$ cat config.mk
export PLATFORM = sky130hd
export DESIGN_NAME = lock_code_sender
export DESIGN_NICKNAME = d
export VERILOG_FILES = /design/src/rtl/lock_code_sender.sv
export SDC_FILE = /design/constraint.sdc
export NUM_CORES = 1
export LEC_CHECK = 0
export ABC_CLOCK_PERIOD_IN_PS = 1600
export CAP_MARGIN = 20
export CORE_MARGIN = 5
export CORE_UTILIZATION = 35
export CTS_BUF_LIST = sky130_fd_sc_hd__clkbuf_4
export CTS_CLUSTER_SIZE = 24
export DETAILED_ROUTE_END_ITERATION = 8
export PLACE_DENSITY = 0.64
export SLEW_MARGIN = 20
export SYNTH_ARGS = -nofsm -noshare
export SYNTH_HDL_FRONTEND = slang
export SYNTH_SLANG_ARGS = --single-unit
$ cat constraint.sdc
create_clock -name clk -period 1.6 [get_ports clk]
set_input_delay 0.16 -clock clk [delete_from_list [all_inputs] [get_ports clk]]
set_output_delay 0.16 -clock clk [all_outputs]
set_load 0.02 [all_outputs]
$ cat src/rtl/lock_code_sender.sv
// ---------------------------------------------------------------------------
// lock_code_sender
//
// Initiator for the digital_lock entry interface. On a start request it plays
// the stored unlock code onto the lock's symbol bus, one symbol per clock,
// then watches the lock's y output for confirmation. If y does not rise
// within TIMEOUT cycles it drives idle symbols for GAP_CYCLES cycles (so the
// lock falls back to its reset state) and retries, up to MAX_RETRY times.
//
// Handshake: the request side has no ready wire. start/load_en are accepted
// only on a clock edge where busy is low (FSM in IDLE); any start or load_en
// seen while busy is high is dropped, not queued. done pulses for exactly one
// cycle when a sequence ends, with unlocked/failed already valid in that
// cycle and held until the next accepted start or reset.
//
// Optional feature macro: LOCK_CODE_SENDER_ABORT_EN adds an abort input that
// ends an active sequence as failed (y_in success in CHECK takes priority).
//
// Ports:
//   clk        clock
//   reset      synchronous, active-high reset
//   start      request a send (sampled in IDLE only)
//   load_en    write code register from load_code (IDLE only)
//   load_code  new code, symbol 0 in the LSBs
//   y_in       unlock indication from the lock
//   abort      (macro only) abandon the active sequence
//   x          registered symbol to the lock
//   busy       high in every state except IDLE
//   done       one-cycle pulse at sequence end
//   unlocked   sticky success flag
//   failed     sticky failure flag
//   attempts   attempts made in the current or last sequence
//   dbg_state  current FSM state encoding, for checkers
// ---------------------------------------------------------------------------
module lock_code_sender #(
   parameter int                      SYM_W        = 3,
   parameter int                      CODE_LEN     = 3,
   parameter logic [CODE_LEN*SYM_W-1:0] DEFAULT_CODE = 9'b101_111_011,
   parameter logic [SYM_W-1:0]        IDLE_SYM     = 3'b000,
   parameter int                      TIMEOUT      = 4,
   parameter int                      GAP_CYCLES   = 2,
   parameter int                      MAX_RETRY    = 2
) (
   input  logic                      clk,
   input  logic                      reset,
   input  logic                      start,
   input  logic                      load_en,
   input  logic [CODE_LEN*SYM_W-1:0] load_code,
   input  logic                      y_in,
`ifdef LOCK_CODE_SENDER_ABORT_EN
   input  logic                      abort,
`endif
   output logic [SYM_W-1:0]          x,
   output logic                      busy,
   output logic                      done,
   output logic                      unlocked,
   output logic                      failed,
   output logic [1:0]                attempts,
   output logic [2:0]                dbg_state
);

   localparam int CODE_W  = CODE_LEN * SYM_W;
   localparam int IDX_W   = (CODE_LEN > 1) ? $clog2(CODE_LEN) : 1;
   localparam int TIMER_W = $clog2(TIMEOUT + 1);
   localparam int GAP_W   = $clog2(GAP_CYCLES + 1);

   localparam logic [IDX_W-1:0]   LAST_IDX  = IDX_W'(CODE_LEN - 1);
   localparam logic [TIMER_W-1:0] TIMER_END = TIMER_W'(TIMEOUT);
   localparam logic [GAP_W-1:0]   GAP_END   = GAP_W'(GAP_CYCLES);

   typedef enum logic [2:0] {
      S_IDLE  = 3'd0,
      S_SEND  = 3'd1,
      S_CHECK = 3'd2,
      S_GAP   = 3'd3,
      S_DONE  = 3'd4
   } state_t;

   state_t               state_q, state_d;
   logic [CODE_W-1:0]    code_q, code_d;
   logic [IDX_W-1:0]     idx_q, idx_d;
   logic [TIMER_W-1:0]   timer_q, timer_d;
   logic [GAP_W-1:0]     gap_q, gap_d;
   logic [1:0]           attempts_q, attempts_d;
   logic [SYM_W-1:0]     x_q, x_d;
   logic                 busy_q, busy_d;
   logic                 done_q, done_d;
   logic                 unlocked_q, unlocked_d;
   logic                 failed_q, failed_d;

   logic                 abort_req;
   logic [SYM_W-1:0]     sym_d [CODE_LEN];

`ifdef LOCK_CODE_SENDER_ABORT_EN
   assign abort_req = abort;
`else
   assign abort_req = 1'b0;
`endif

   // Split the next-cycle code into symbols so x can be driven from the
   // freshly loaded code when load_en and start arrive together.
   always_comb begin
      for (int i = 0; i < CODE_LEN; i++) begin
         sym_d[i] = code_d[i*SYM_W +: SYM_W];
      end
   end

   always_comb begin
      state_d    = state_q;
      code_d     = code_q;
      idx_d      = idx_q;
      timer_d    = timer_q;
      gap_d      = gap_q;
      attempts_d = attempts_q;
      unlocked_d = unlocked_q;
      failed_d   = failed_q;

      case (state_q)
         S_IDLE: begin
            if (load_en) begin
               code_d = load_code;
            end
            if (start) begin
               unlocked_d = 1'b0;
               failed_d   = 1'b0;
               attempts_d = 2'd1;
               idx_d      = '0;
               state_d    = S_SEND;
            end
         end

         S_SEND: begin
            if (abort_req) begin
               failed_d = 1'b1;
               state_d  = S_DONE;
            end else if (idx_q == LAST_IDX) begin
               timer_d = TIMER_W'(1);
               state_d = S_CHECK;
            end else begin
               idx_d = idx_q + 1'b1;
            end
         end

         S_CHECK: begin
            // Success has priority over abort and timeout in the same cycle.
            if (y_in) begin
               unlocked_d = 1'b1;
               state_d    = S_DONE;
            end else if (abort_req) begin
               failed_d = 1'b1;
               state_d  = S_DONE;
            end else if (timer_q == TIMER_END) begin
               if (32'(attempts_q) <= MAX_RETRY) begin
                  gap_d   = GAP_W'(1);
                  state_d = S_GAP;
               end else begin
                  failed_d = 1'b1;
                  state_d  = S_DONE;
               end
            end else begin
               timer_d = timer_q + 1'b1;
            end
         end

         S_GAP: begin
            if (abort_req) begin
               failed_d = 1'b1;
               state_d  = S_DONE;
            end else if (gap_q == GAP_END) begin
               attempts_d = attempts_q + 2'd1;
               idx_d      = '0;
               state_d    = S_SEND;
            end else begin
               gap_d = gap_q + 1'b1;
            end
         end

         S_DONE: begin
            state_d = S_IDLE;
         end

         default: begin
            state_d = S_IDLE;
         end
      endcase
   end

   // Registered outputs are derived from the next state so that each output
   // lines up with the cycle in which the FSM occupies that state.
   always_comb begin
      x_d = IDLE_SYM;
      if (state_d == S_SEND) begin
         x_d = sym_d[idx_d];
      end
      busy_d = (state_d != S_IDLE);
      done_d = (state_d == S_DONE);
   end

   always_ff @(posedge clk) begin
      if (reset) begin
         state_q    <= S_IDLE;
         code_q     <= DEFAULT_CODE;
         idx_q      <= '0;
         timer_q    <= '0;
         gap_q      <= '0;
         attempts_q <= 2'd0;
         x_q        <= IDLE_SYM;
         busy_q     <= 1'b0;
         done_q     <= 1'b0;
         unlocked_q <= 1'b0;
         failed_q   <= 1'b0;
      end else begin
         state_q    <= state_d;
         code_q     <= code_d;
         idx_q      <= idx_d;
         timer_q    <= timer_d;
         gap_q      <= gap_d;
         attempts_q <= attempts_d;
         x_q        <= x_d;
         busy_q     <= busy_d;
         done_q     <= done_d;
         unlocked_q <= unlocked_d;
         failed_q   <= failed_d;
      end
   end

   assign x         = x_q;
   assign busy      = busy_q;
   assign done      = done_q;
   assign unlocked  = unlocked_q;
   assign failed    = failed_q;
   assign attempts  = attempts_q;
   assign dbg_state = state_q;

endmodule
### Word-level counts from Yosys, hierarchy flattened

Index checks and enable logic that the tools add are counted.
Widths: inputs -> output; s select.

| storage, ports and cells | value |
|---|---|
| register bits | 28 |
| output and inout port bits | 12 |
| word-level logic and storage cells | 84 |
| input bits | 14 |

| operators by class | value |
|---|---|
| $lt $le $gt $ge | 2 |
| equality and inequality tests | 18 |
| bitwise logic cells | 2 |
| multiplexer cells | 35 |
| add/subtract/negate cells | 4 |
| reductions and logical operators | 12 |

Operators with widths:

| kind | count |
|---|---|
| $mux 3 | 11 |
| $ne 2x2->1 const B | 10 |
| $mux 2 | 9 |
| $mux 9 | 2 |
| $pmux 3 s4 | 1 |
| $reduce_and 5->1 | 2 |
| $pmux 2 s2 | 2 |
| $reduce_bool 2->1 | 4 |
| $add 2x1->2 const B | 3 |
| $bmux 3 s2 | 1 |
| $eq 3x1->1 const B | 2 |
| $eq 3x2->1 const B | 2 |
| $eq 3x3->1 const B | 2 |
| $pmux 2 s3 | 1 |
| $pmux 3 s2 | 1 |
| $reduce_and 3->1 | 2 |
| $mux 1 | 5 |
| $eq 2x2->1 const B | 2 |
| $pmux 1 s2 | 2 |
| $reduce_and 4->1 | 1 |
| $add 3x1->3 const B | 1 |
| $ge 3x3->1 const B | 1 |
| $logic_not 3->1 | 1 |
| $not 2->3 | 1 |
| 4 further kinds | 4 |

### Logic depth before layout (Yosys ltp)

| logic depth | value |
|---|---|
| depth after elaboration | 8 |
| mapped depth | 7 |
| depth with buffers taken out | 7 |

### Least setup slack after synthesis

Ideal clock, no wire load.

| path | value |
|---|---|
| kind | reg-to-reg |
| from | reg state_q[1], in the netlist dbg_state[1] |
| to | reg gap_q[0] |
| data required time | 1.521 ns |
| library setup time | 0.079 ns |
| period minus slack after synthesis | 1.792 ns |
| setup slack | -0.192 ns |
| path buffers | 0 |
| arrival | 1.712 ns |
| stages on the path, launching flop included | 6 |
| cells stage by stage | dfxtp_1 -> and2b_2 -> nand2_2 -> or4_1 -> and3_1 -> a211oi_2 |

| between the ends | value |
|---|---|
| longest elaborated chain between the ends | 3 |
| elaborated cells between the ends (all ways) | 9 |
| classes of those cells | eq/ne: 6; mux: 1; reduce/logical: 2 |

RTL lines:

| element | line | source |
|---|---|---|
| start, declared | 79 | `state_t state_q, state_d;` |
| start signal, assigned | 213 | `state_q <= state_d;` |
| $eq 3x2->1 | 118 | `case (state_q)` |
| $ne 2x2->1 (no source line) or $reduce_bool 2->1 (tied branches) | - |  |
| $reduce_and 5->1 (no source line) | - |  |
| end signal, assigned | 217 | `gap_q <= gap_d;` |
| end, declared | 83 | `logic [GAP_W-1:0] gap_q, gap_d;` |

Parallel ways exist; a longest one is shown, timed or not.
A chain may end at the register's enable or synchronous reset.

### Worst setup path in the final report

| path | value |
|---|---|
| from | reg state_q[1], in the netlist dbg_state[1] |
| to | reg x_q[2], in the netlist x[2] |

| between the ends | value |
|---|---|
| longest elaborated chain between the ends | 6 |
| elaborated cells between the ends (all ways) | 19 |
| classes of those cells | eq/ne: 4; mux: 11; bitwise: 2; reduce/logical: 2 |

RTL lines:

| element | line | source |
|---|---|---|
| $eq 3x2->1, or another cell as far along | 118 |  |
| $pmux 2 s3 or $mux 3 (tied branches) | 118, 146 |  |
| $not 2->3 (not written as such) or $pmux 3 s4 (tied branches) | 193, 118 |  |
| $bmux 3 s2 or $eq 3x1->1 (tied branches) | 193, 192 |  |
| $mux 3 (not written as such) or $not 1->1 (tied branches) | - |  |
| $mux 3 (not written as such) or $reduce_or 2->1 (tied branches) | - |  |
| end signal, assigned | 207 | `x_q <= IDLE_SYM;` |
| end signal, assigned | 219 | `x_q <= x_d;` |
| end, declared | 85 | `logic [SYM_W-1:0] x_q, x_d;` |

Parallel ways exist; a longest one is shown, timed or not. The select of a mux whose other input is x is not followed.

==> results_dict.tcl <==
set metrics [dict create \
    clkPwrFrac_pct 30.0 \
    timing_hold_violations_final 0 \
    synth_common_cells "dfxtp_1 (28), nor2_1 (13), mux2i_1 (12)" \
    maxCapViolCount 0 \
    peakVddDrop_mv 0.351 \
    fmax_ghz 0.610 \
    num_antenna_cells 0 \
    drcViolationCount 0 \
    violations "negative setup slack" \
    crit_type "reg2reg" \
    core_sq_um 3610 \
    cp-startpoint "dbg_state[1]" \
    slew_viol_final 0 \
    rr_startpoint "dbg_state[1]" \
    die_y_microns 70.7 \
    hold_buffers 0 \
    synth_xor_area_share_pct 0.678 \
    synthFlopType "dfxtp_1" \
    num_vias 1212 \
    grt_max_degree 24 \
    start_kind "flip-flop" \
    grt.overflow.total 0 \
    crit_path_end_kind "flip-flop" \
    drive_above_1_share_pct 34.8 \
    fin_util_pct 57.8 \
    max_slew_margin_pct 81.1 \
    cts_root_buffer "clkbuf_4" \
    synth-simple-area-share_pct 23.2 \
    dp_hpwl_microns 2320 \
    grt_use_total_pct 13.7 \
    async_flop_share_pct 0 \
    areaGrowthSynthToFinish_pct 61.4 \
    portBuffers 25 \
    nets 219 \
    r2r_setup_slack_ns -0.04 \
    grt_pass1_wl_microns 5690 \
    drt-total-wl_microns 3420 \
    wl_met2_microns 1870 \
    rsz0062_at_grt "true" \
    swShare_pct 24.6 \
    die_w_microns 70.7 \
    clock-sinks 28 \
    yosys_register_bits 28 \
    wl_met1_microns 1340 \
    highest_layer "met4" \
    htree_levels 1 \
    setup_violations 3 \
    p_int_w 0.00117 \
    p_sw_w 0.000384 \
    dr.first_iter.drc_count 51 \
    gp_congestion 0.832 \
    routed_via_density 4.93 \
    muxShareOfSynthArea_pct 9.30 \
    initial_core_util_pct 35.8 \
    yosys_warnings 0 \
    fin_worst_skew_ns 0.00138 \
    row_count 22 \
    place_ws_ns -0.216 \
    first_pass_iters 4 \
    worst_pin_slew_ns 0.283 \
    cts.clk_slew.worst_paths_ns 0.15 \
    cts_tree "yes" \
    yosys-top-cells-area "dfxtp_1 (43%), mux2i_1 (9.3%), ha_1 (5.8%), nand2b_1 (4.4%), nor2_1 (3.8%)" \
    synth_most_common_cell "dfxtp_1" \
    p_leak_nw 0.892 \
    avgSynthCellArea_sq_um 9.29 \
    synth_seq_area_share_pct 43.4 \
    dieArea_sq_um 5000 \
    fillers 313 \
    synth_fp_nets 159 \
    yosysTopAreaCell "dfxtp_1" \
    power_density_nw_per_um2 747 \
    cts_buffer_depth 2 \
    routedWlPerCell_microns 13.9 \
    synth.distinct_cells 38 \
    synth_top_family_by_area "simple AND/OR/NAND/NOR gates" \
    pwr-share-comb_pct 21.7 \
    syn_inst 139 \
    postRouteAntennaNets 0 \
    met3_length_microns 186 \
    finalCriticalPeriod_ns 1.64 \
    hp-class "in2reg" \
    antenna_found_initial 0 \
    yosysTopAreaCellShare_pct 43.4 \
    min_from "load_code[6]" \
    worstPathRequired_ns 1.84 \
    whs_ns 0.469 \
    grt_pass1_vias 1256 \
    fin_crit_sh_pct 102 \
    clk_latency_ns 0.32 \
    synthAdderAreaFrac_pct 5.81 \
    io_pins 26 \
    synth_compound_area_share_pct 13.7 \
    setup_ws_ns -0.0396 \
    synth-edff-count 0 \
    cts-buffers-inserted 3 \
    power_w 0.00156 \
    seqPwrFrac_pct 48.3 \
    path_max_fanout 6 \
    arrival_ns 1.88 \
    outcome "finished with violations" \
    netlist_area_sq_um 1290 \
]
==> path summary, 6_finish.rpt <==
kind,cells after the start,to
max,6,x[2]
min,3,code_q[6]
max reg2reg,6,x[2]
min reg2reg,2,failed
==> through the flow <==
step	instances	cell area (sq um)	setup TNS, ns
6_report	246	2080	-0.106
5_1_grt	246	2080	-0.444
3_5_place_dp	230	1770	-1.12
4_1_cts	238	1910	-0.0831
2_1_floorplan	139	1300	-0.0393
3_3_place_gp	230	1770	-0.663
==> placed cells by master (no fill, tap or decap), types with 4 or more instances in the layout <==
cell,Yosys,final
a21oi_1,8,8
buf_4,0,29
buf_6,0,6
clkdlybuf4s50_1,0,21
dfxtp_1,28,22
dfxtp_2,0,4
ha_1,6,5
inv_1,7,6
mux2i_1,12,4
mux2i_4,0,6
nand2_1,8,8
nand2b_1,9,9
nor2_1,13,12
nor3_1,6,6
==> cell type report <==
cell class | instances | area [sq um] | share of cell area [%]
multi-input cells | 98 | 827 | 39.7
flip-flops and latches | 28 | 573 | 27.5
repair buffers | 60 | 542 | 26.0
well taps | 48 | 60.1 | 2.88
clock inverters | 1 | 30.0 | 1.44
inverters | 8 | 30.0 | 1.44
clock buffers | 3 | 22.5 | 1.08
==> flip-flops by register name, indices dropped and copies added, names as in the netlist <==
signal / flops
gap_q: 2
done: 1
x: 3
attempts: 2
timer_q: 3
dbg_state: 3
unlocked: 1
busy: 1
code_q: 9
idx_q: 2
failed: 1
==> kinds of logic (layout without fill, tap and decap cells) <==
group / after synthesis / after routing
and+or+nand+nor: 54 / 54
DFF: 28 / 28
muxes: 12 / 12
AOI/OAI and AO/OA: 25 / 25
buffers and inverters: 13 / 72
adders and majority gates: 6 / 6
xor gates and xnor gates: 1 / 1
==> power by group through the flow <==
stage,clock network (W),registers [W],logic (W)
5_1_grt,0.000507,0.000755,0.000362
6_report,0.000467,0.000752,0.000339
3_3_place_gp,0,0.000761,0.000258
3_5_place_dp,0,0.000762,0.000264
4_1_cts,0.000477,0.000750,0.000297
2_1_floorplan,0,0.000779,0.000124
==> metal layers <==
layer | vias up | global-route usage (%)
li1 | 600 | -
met1 | 573 | 15.2
met2 | 35 | 26.0
met3 | 4 | 3.41
met4 | 0 | 3.13
met5 | - | 0
==> critical path, cell delays in order (launching register included) <==
cell,delay [ns]
dfxtp_4,0.40
buf_6,0.12
nor4b_4,0.32
buf_6,0.23
mux2i_4,0.26
mux2i_1,0.10
o2bb2ai_2,0.12
==> timing repair <==
item                       CTS  global route
gates resized for setup     16            29
setup endpoints to repair    5            13
pin swaps                    2             9
cloned                       1             0
setup buffers                3             8
Power figures use the tool's default switching activity.
